==> config.mk <==
export PLATFORM = sky130hd
export DESIGN_NAME = fp32_norm_round_flat
export DESIGN_NICKNAME = d
export VERILOG_FILES = /design/src/rtl/fpu_pkg.sv /design/src/rtl/fp32_norm_round_if.sv /design/src/rtl/fpu_lzc28.sv /design/src/rtl/fp32_norm_round.sv /design/src/flat_wrapper.sv
export SDC_FILE = /design/constraint.sdc
export NUM_CORES = 1
export LEC_CHECK = 0
export ABC_AREA = 1
export CAP_MARGIN = 25
export CORE_MARGIN = 2
export CORE_UTILIZATION = 50
export CTS_CLUSTER_SIZE = 12
export DETAILED_ROUTE_END_ITERATION = 12
export PLACE_DENSITY = 0.77
export SLEW_MARGIN = 40
export SYNTH_ARGS = -nofsm -noshare
export SYNTH_HDL_FRONTEND = slang
export SYNTH_SLANG_ARGS = --single-unit
export TNS_END_PERCENT = 1
==> constraint.sdc <==
create_clock -name clk -period 2.5 [get_ports clk]
set_clock_uncertainty 0.15 [all_clocks]
set_input_delay 0.375 -clock clk [delete_from_list [all_inputs] [get_ports clk]]
set_output_delay 0.375 -clock clk [all_outputs]
set_load 0.02 [all_outputs]
==> src/rtl/fpu_pkg.sv <==
// Shared FPU definitions: normalize/round FSM states, exponent limits,
// mantissa bit positions and special encodings.
package fpu_pkg;

  typedef enum logic [1:0] {
    ST_IDLE  = 2'd0,
    ST_NORM  = 2'd1,
    ST_ROUND = 2'd2,
    ST_DONE  = 2'd3
  } norm_state_t;

  localparam int EXP_BIAS = 127;
  localparam int EXP_MAX  = 255;

  localparam int CARRY  = 27;
  localparam int HIDDEN = 26;
  localparam int GUARD  = 2;

  localparam logic [31:0] QNAN = 32'h7FC0_0000;
  localparam logic [31:0] INF  = 32'h7F80_0000;

endpackage

==> src/rtl/fp32_norm_round_if.sv <==
// Operand/result bus of the FP32 normalize-and-round stage.
// Handshake: a transfer happens on a rising edge where valid && ready; the
// sender holds its payload stable while valid is high and ready is low.
interface fp32_norm_round_if #(
  parameter int XLEN = 32
);
  logic            in_valid;
  logic            in_ready;
  logic            in_sign;
  logic [9:0]      in_exp;
  logic [27:0]     in_mant;
  logic            out_valid;
  logic            out_ready;
  logic [XLEN-1:0] result;
  logic            overflow;
  logic            underflow;
  logic            inexact;

  modport master (
    output in_valid, in_sign, in_exp, in_mant, out_ready,
    input  in_ready, out_valid, result, overflow, underflow, inexact
  );

  modport slave (
    input  in_valid, in_sign, in_exp, in_mant, out_ready,
    output in_ready, out_valid, result, overflow, underflow, inexact
  );
endinterface

==> src/rtl/fpu_lzc28.sv <==
// 28-bit leading-zero counter (count = 28 for an all-zero input).
// Only elaborated when FPU_NORM_LZC_EN is defined.
`ifdef FPU_NORM_LZC_EN
module fpu_lzc28 (
  input  logic [27:0] value,
  output logic [4:0]  count
);
  always_comb begin
    count = 5'd28;
    for (int i = 0; i < 28; i++) begin
      if (value[i]) count = 5'(27 - i);
    end
  end
endmodule
`endif

==> src/rtl/fp32_norm_round.sv <==
// FP32 normalize + round-to-nearest-even stage with flush-to-zero.
// FPU_NORM_LZC_EN selects single-cycle LZC normalization instead of 1 bit/cycle.
import fpu_pkg::*;

module fp32_norm_round #(
  parameter int XLEN  = 32,
  parameter int EXP_W = 8,
  parameter int MAN_W = 23
) (
  input  logic                clk,
  input  logic                rst_n,
  fp32_norm_round_if.slave    bus,
  output norm_state_t         state
);

  norm_state_t        state_q, state_d;
  logic               sign_q, zero_q;
  logic signed [10:0] exp_q, norm_exp, rnd_exp;
  logic [27:0]        mant_q, norm_mant;
  logic               norm_done;
  logic [XLEN-1:0]    result_q, rnd_result;
  logic               overflow_q, underflow_q, inexact_q;
  logic               rnd_ovf, rnd_unf, rnd_inx, round_up, rnd_hidden;
  logic [24:0]        rnd_sum;
  logic [MAN_W-1:0]   rnd_frac;

  always_ff @(posedge clk or negedge rst_n) begin
    if (!rst_n) state_q <= ST_IDLE;
    else        state_q <= state_d;
  end

  always_comb begin
    state_d = state_q;
    case (state_q)
      ST_IDLE:  if (bus.in_valid)  state_d = ST_NORM;
      ST_NORM:  if (norm_done)     state_d = ST_ROUND;
      ST_ROUND:                    state_d = ST_DONE;
      ST_DONE:  if (bus.out_ready) state_d = ST_IDLE;
      default:                     state_d = ST_IDLE;
    endcase
  end

  always_comb begin
    bus.in_ready  = (state_q == ST_IDLE);
    bus.out_valid = (state_q == ST_DONE);
  end

  assign state         = state_q;
  assign bus.result    = result_q;
  assign bus.overflow  = overflow_q;
  assign bus.underflow = underflow_q;
  assign bus.inexact   = inexact_q;

`ifdef FPU_NORM_LZC_EN
  logic [4:0]         lzc, lz27, shamt;
  logic signed [10:0] room;

  fpu_lzc28 u_lzc (.value(mant_q), .count(lzc));

  // Shift as far as the leading one allows, but never below exponent 1.
  always_comb begin
    norm_mant = mant_q;
    norm_exp  = exp_q;
    norm_done = 1'b1;
    lz27      = lzc - 5'd1;
    room      = exp_q - 11'sd1;
    shamt     = '0;
    if (!zero_q) begin
      if (mant_q[CARRY]) begin
        norm_mant = {1'b0, mant_q[27:2], mant_q[1] | mant_q[0]};
        norm_exp  = exp_q + 11'sd1;
      end else if (exp_q > 11'sd1) begin
        shamt     = (room < $signed({6'b0, lz27})) ? room[4:0] : lz27;
        norm_mant = mant_q << shamt;
        norm_exp  = exp_q - $signed({6'b0, shamt});
      end
    end
  end
`else
  // The last left shift leaves NORM directly, so k = max(1, shifts).
  always_comb begin
    norm_mant = mant_q;
    norm_exp  = exp_q;
    norm_done = 1'b1;
    if (!zero_q) begin
      if (mant_q[CARRY]) begin
        norm_mant = {1'b0, mant_q[27:2], mant_q[1] | mant_q[0]};
        norm_exp  = exp_q + 11'sd1;
      end else if (!mant_q[HIDDEN] && exp_q > 11'sd1) begin
        norm_mant = {mant_q[26:0], 1'b0};
        norm_exp  = exp_q - 11'sd1;
        norm_done = mant_q[HIDDEN-1] || (exp_q <= 11'sd2);
      end
    end
  end
`endif

  always_comb begin
    round_up   = mant_q[GUARD] & (mant_q[1] | mant_q[0] | mant_q[3]);
    rnd_inx    = mant_q[GUARD] | mant_q[1] | mant_q[0];
    rnd_sum    = mant_q[27:3] + {24'b0, round_up};
    rnd_exp    = exp_q;
    rnd_hidden = rnd_sum[23];
    rnd_frac   = rnd_sum[MAN_W-1:0];
    if (rnd_sum[24]) begin
      rnd_exp    = exp_q + 11'sd1;
      rnd_hidden = 1'b1;
      rnd_frac   = rnd_sum[MAN_W:1];
    end
    rnd_ovf = 1'b0;
    rnd_unf = 1'b0;
    if (zero_q) begin
      rnd_result = '0;
    end else if (int'(rnd_exp) >= EXP_MAX) begin
      rnd_ovf    = 1'b1;
      rnd_result = {sign_q, INF[30:0]};
    end else if (int'(rnd_exp) <= 0 || !rnd_hidden) begin
      rnd_unf    = 1'b1;
      rnd_result = {sign_q, {(XLEN-1){1'b0}}};
    end else begin
      rnd_result = {sign_q, rnd_exp[EXP_W-1:0], rnd_frac};
    end
  end

  always_ff @(posedge clk or negedge rst_n) begin
    if (!rst_n) begin
      sign_q      <= 1'b0;
      zero_q      <= 1'b0;
      exp_q       <= '0;
      mant_q      <= '0;
      result_q    <= '0;
      overflow_q  <= 1'b0;
      underflow_q <= 1'b0;
      inexact_q   <= 1'b0;
    end else begin
      case (state_q)
        ST_IDLE: if (bus.in_valid) begin
          sign_q <= bus.in_sign;
          zero_q <= (bus.in_mant == '0);
          exp_q  <= {bus.in_exp[9], bus.in_exp};
          mant_q <= bus.in_mant;
        end
        ST_NORM: begin
          exp_q  <= norm_exp;
          mant_q <= norm_mant;
        end
        ST_ROUND: begin
          result_q    <= rnd_result;
          overflow_q  <= rnd_ovf;
          underflow_q <= rnd_unf;
          inexact_q   <= rnd_inx;
        end
        default: ;
      endcase
    end
  end

endmodule

==> src/flat_wrapper.sv <==
// flat-port wrapper written by rule: the top's interface ports become plain ports
module fp32_norm_round_flat 
#(
  parameter int XLEN  = 32,
  parameter int EXP_W = 8,
  parameter int MAN_W = 23
)
  (clk, rst_n, state, bus_in_valid, bus_in_sign, bus_in_exp, bus_in_mant, bus_out_ready, bus_in_ready, bus_out_valid, bus_result, bus_overflow, bus_underflow, bus_inexact);
  fp32_norm_round_if #(.XLEN(XLEN)) bus_i ();
  input  logic clk;
  input  logic rst_n;
  output norm_state_t state;
  input wire logic [$bits(bus_i.in_valid)-1:0] bus_in_valid;
  input wire logic [$bits(bus_i.in_sign)-1:0] bus_in_sign;
  input wire logic [$bits(bus_i.in_exp)-1:0] bus_in_exp;
  input wire logic [$bits(bus_i.in_mant)-1:0] bus_in_mant;
  input wire logic [$bits(bus_i.out_ready)-1:0] bus_out_ready;
  output wire logic [$bits(bus_i.in_ready)-1:0] bus_in_ready;
  output wire logic [$bits(bus_i.out_valid)-1:0] bus_out_valid;
  output wire logic [$bits(bus_i.result)-1:0] bus_result;
  output wire logic [$bits(bus_i.overflow)-1:0] bus_overflow;
  output wire logic [$bits(bus_i.underflow)-1:0] bus_underflow;
  output wire logic [$bits(bus_i.inexact)-1:0] bus_inexact;
  assign bus_i.in_valid = bus_in_valid;
  assign bus_i.in_sign = bus_in_sign;
  assign bus_i.in_exp = bus_in_exp;
  assign bus_i.in_mant = bus_in_mant;
  assign bus_i.out_ready = bus_out_ready;
  assign bus_in_ready = bus_i.in_ready;
  assign bus_out_valid = bus_i.out_valid;
  assign bus_result = bus_i.result;
  assign bus_overflow = bus_i.overflow;
  assign bus_underflow = bus_i.underflow;
  assign bus_inexact = bus_i.inexact;
  fp32_norm_round #(.XLEN(XLEN), .EXP_W(EXP_W), .MAN_W(MAN_W)) u_core (.clk(clk), .rst_n(rst_n), .bus(bus_i), .state(state));
endmodule
==> results.yml <==
timing:
  hold_violations: 0
  setup_viol: 0
  hold_ws_ns: 0.327
  max_freq_ghz: 0.400
  worst_pin_slew_ns: 0.601
  fin_crit_ns: 2.50
  rsz0062_at_grt: "true"
  maxSlewViolCount: 0
  fin_crit_sh_pct: 99.9
  max_slew_margin_pct: 59.5
synthesis:
  synthCells: 800
  synth_adder_area_share_pct: 2.00
  muxShareOfSynthArea_pct: 0.200
  synth_area_per_cell_um2: 7.05
  synthSimpleGateAreaFrac_pct: 34.1
  synth_area_leaders: "dfrtp_1 35%, nand2_1 13%, o21ai_0 6.7%"
  syn_area_um2: 5640
  synth_top_family_by_area: "simple AND/OR/NAND/NOR gates"
  synth_compound_area_share_pct: 16.6
  yosys_warnings: 0
  synth_xor_area_share_pct: 3.10
  synth.distinct_cells: 43
  async_flop_share_pct: 100
  synth_common_cells: "200 x nand2_1, 80 x inv_1, 78 x dfrtp_1, 75 x o21ai_0, 55 x nand3_1"
  post-synth-top-count-cell: "nand2_1"
  ys.flop_type: "dfrtp_1"
  yosys.area.top_type: "dfrtp_1"
  synth_top_area_share_pct: 34.6
  synth_edf_count: 0
  yosysSeqAreaShare_pct: 34.6
  syn_nets: 852
  ys_seq_elements: 78
drt:
  routed_via_density: 5.78
  vias: 6130
  ant_nets: 0
  drt_iter0_drc: 648
  wl_mm: 17.1
  post-route-drc-count: 0
  routedWlPerCell_um: 16.1
  drt_pass1_iterations: 5
run:
  maxCapViolations: 0
place:
  dp_cells: 1027
  portBuffers: 81
  place.gp.congestion: 1.00
  dp_hpwl_mm: 12.2
  placed_cell_area_um2: 6790
clock_network:
  clk_pin_slew_ns: 0.06
  cts_tree: "built"
  h-tree-depth: 3
  cts.sinks: 78
  clk_latency_ns: 0.34
  cts_buffers: 9
  cts_root_buffer: "clkbuf_16"
  cts_buffer_depth: 2
setup_path:
  worst-path-stages: 16
  timing.rr.end: "u_core.bus.result[6]"
  reg2reg_slack_ns: 0.002
  critPathMaxFanout: 7
  worstPathRequired_ns: 2.57
  end_kind: "register"
  slowest_stage: "dfrtp_1"
  cp.arrival_ns: 2.57
  slowest_delay_ns: 0.43
  reg2reg_depth: 16
  path_class: "reg2reg"
  crit_chain: "nand2_2 -> nor2_4 -> nand2_2 -> nor2_4 -> nand2_2 -> nand2_4 -> buf_6 -> nand3b_1 -> nand2_1 -> nand2_1 -> nor2_2 -> nand3_4 -> nand2_8 -> inv_12 -> nand3_2 -> nand2_1"
  cpLargestDelayFamily: "simple AND/OR/NAND/NOR gates"
  r2r-start: "u_core.mant_q[16]"
  cp-start-kind: "register"
  path_buf_inv: 2
global_route:
  gr-total-overflow: 0
  grtUsageTotal_pct: 29.2
  gr-usage-met1_pct: 42.3
  grt_max_degree: 53
  grt_pass1_wl_mm: 27.6
  top_usage_layer: "met2"
  antenna_found_initial: 0
  grt_util_met3_pct: 5.11
  grt_pass1_vias: 5515
  grt_use_met2_pct: 44.3
min_path:
  hold_end: "u_core.bus.result[2]"
  hold_start: "u_core.bus.result[2]"
  hold_class: "reg2reg"
  whs_path_depth: 2
die:
  io_pins: 82
  core_um2: 10900
  rows: 38
  die_w_um: 110
  initial_utilization_pct: 51.6
  die_height_um: 110
  die_area_um2: 12200
finish:
  drive_above_1_share_pct: 16.2
  antenna_cells: 0
  n_fill_cell: 921
  final_nets: 967
  area_growth_pct: 31.5
  final_area_um2: 7420
  final_cells: 1060
power_and_ir_drop:
  finalPower_mw: 9.97
  power_density_nw_per_um2: 1340
  p_leak_nw: 3.32
  irDropWorstVdd_mv: 0.767
status:
  status: "finished clean"
==> power by group <==
part / internal, mW / leakage (nW) / total [mW] / switching [mW]
Combinational: 2.33 / 2.17 / 6.29 / 3.96
Clock: 0.796 / 0.148 / 1.32 / 0.520
Sequential: 1.85 / 0.993 / 2.37 / 0.517
==> repair_timing <==
| action | CTS | global route |
|---|---|---|
| gates cloned | 5 | 0 |
| hold buffers | 1 | 0 |
| setup endpoints to repair | 32 | 33 |
| endpoints found under the hold margin | 35 | 0 |
| pin swaps | 13 | 5 |
| gates resized for setup | 37 | 11 |
| setup buffers | 9 | 2 |
==> flip-flops by register name, summed over array words and instances, names as in the netlist <==
signal and flops:
u_core.bus.result 32, u_core.mant_q 28, u_core.exp_q 11, u_core.state 2, u_core.bus.inexact 1, u_core.bus.overflow 1, u_core.bus.underflow 1, u_core.sign_q 1
u_core.zero_q 1
==> worst register-to-register path, delay by kind of cell (launching register included) <==
kind | cells | cell delay (ns)
AND/OR/NAND/NOR | 14 | 1.61
flip-flops | 1 | 0.43
buffers and inverters | 2 | 0.18
==> per-layer routing <==
layer	up-vias	part of all wire [%]
met5	-	0
met2	325	45
met1	2852	44
met3	41	9.4
li1	2912	-
met4	0	2.1
==> placed cells by master (no fill, tap or decap), types with 5 or more instances in the layout <==
master	count
nand2_1	193
clkdlybuf4s50_1	80
inv_1	79
dfrtp_1	77
o21ai_0	72
nand3_1	54
nor2_1	53
buf_4	48
nor3_1	30
a21oi_1	28
nand3_2	21
o22ai_1	21
xor2_1	17
nand2_2	13
o211ai_1	11
nor4_1	9
clkbuf_16	9
ha_1	8
o21ai_1	7
buf_6	7
nor2_2	5
nand3b_1	5
==> cells by family (layout without fill, tap and decap cells) <==
group / Yosys count / count (layout)
mux: 1 / 1
fa+ha+maj: 9 / 9
buf+inv: 126 / 244
flops: 78 / 78
compound gates: 165 / 165
xor+xnor: 20 / 20
simple gates: 401 / 403
==> per-stage QoR <==
stage          util (%)  setup WS [ns]  setup TNS [ns]
6_report           67.9        0.00194               0
3_3_place_gp       62.1        -0.0522          -0.726
4_1_cts            67.4       0.000865               0
3_5_place_dp       62.1         -0.193           -4.39
2_1_floorplan         -         0.0315               0
5_1_grt            67.9         -0.150           -3.55
==> how the worst max path moves through the flow <==
stage	startpoint	end	slack (ns)
finish	u_core.mant_q[16]	u_core.bus.result[6]	0.002
global route	u_core.mant_q[2]	u_core.bus.result[20]	-0.15
CTS	u_core.mant_q[2]	u_core.bus.result[3]	0.0009
detailed placement	u_core.mant_q[2]	u_core.bus.result[8]	-0.19
global placement	u_core.mant_q[2]	u_core.bus.result[9]	-0.05
floorplan	u_core.mant_q[2]	u_core.bus.result[5]	0.03
==> area by class of cell <==
| type | instances | area (um2) | share of cell area [%] |
|---|---|---|---|
| multi-input cells | 598 | 3310 | 44.7 |
| flip-flops and latches | 78 | 1950 | 26.3 |
| inverters | 86 | 338 | 4.55 |
| clock inverters | 6 | 61.3 | 0.826 |
| repair buffers | 139 | 1310 | 17.6 |
| repair inverters | 3 | 36.3 | 0.489 |
| well taps | 140 | 175 | 2.36 |
| clock buffers | 10 | 239 | 3.22 |
Power figures use the tool's default switching activity.
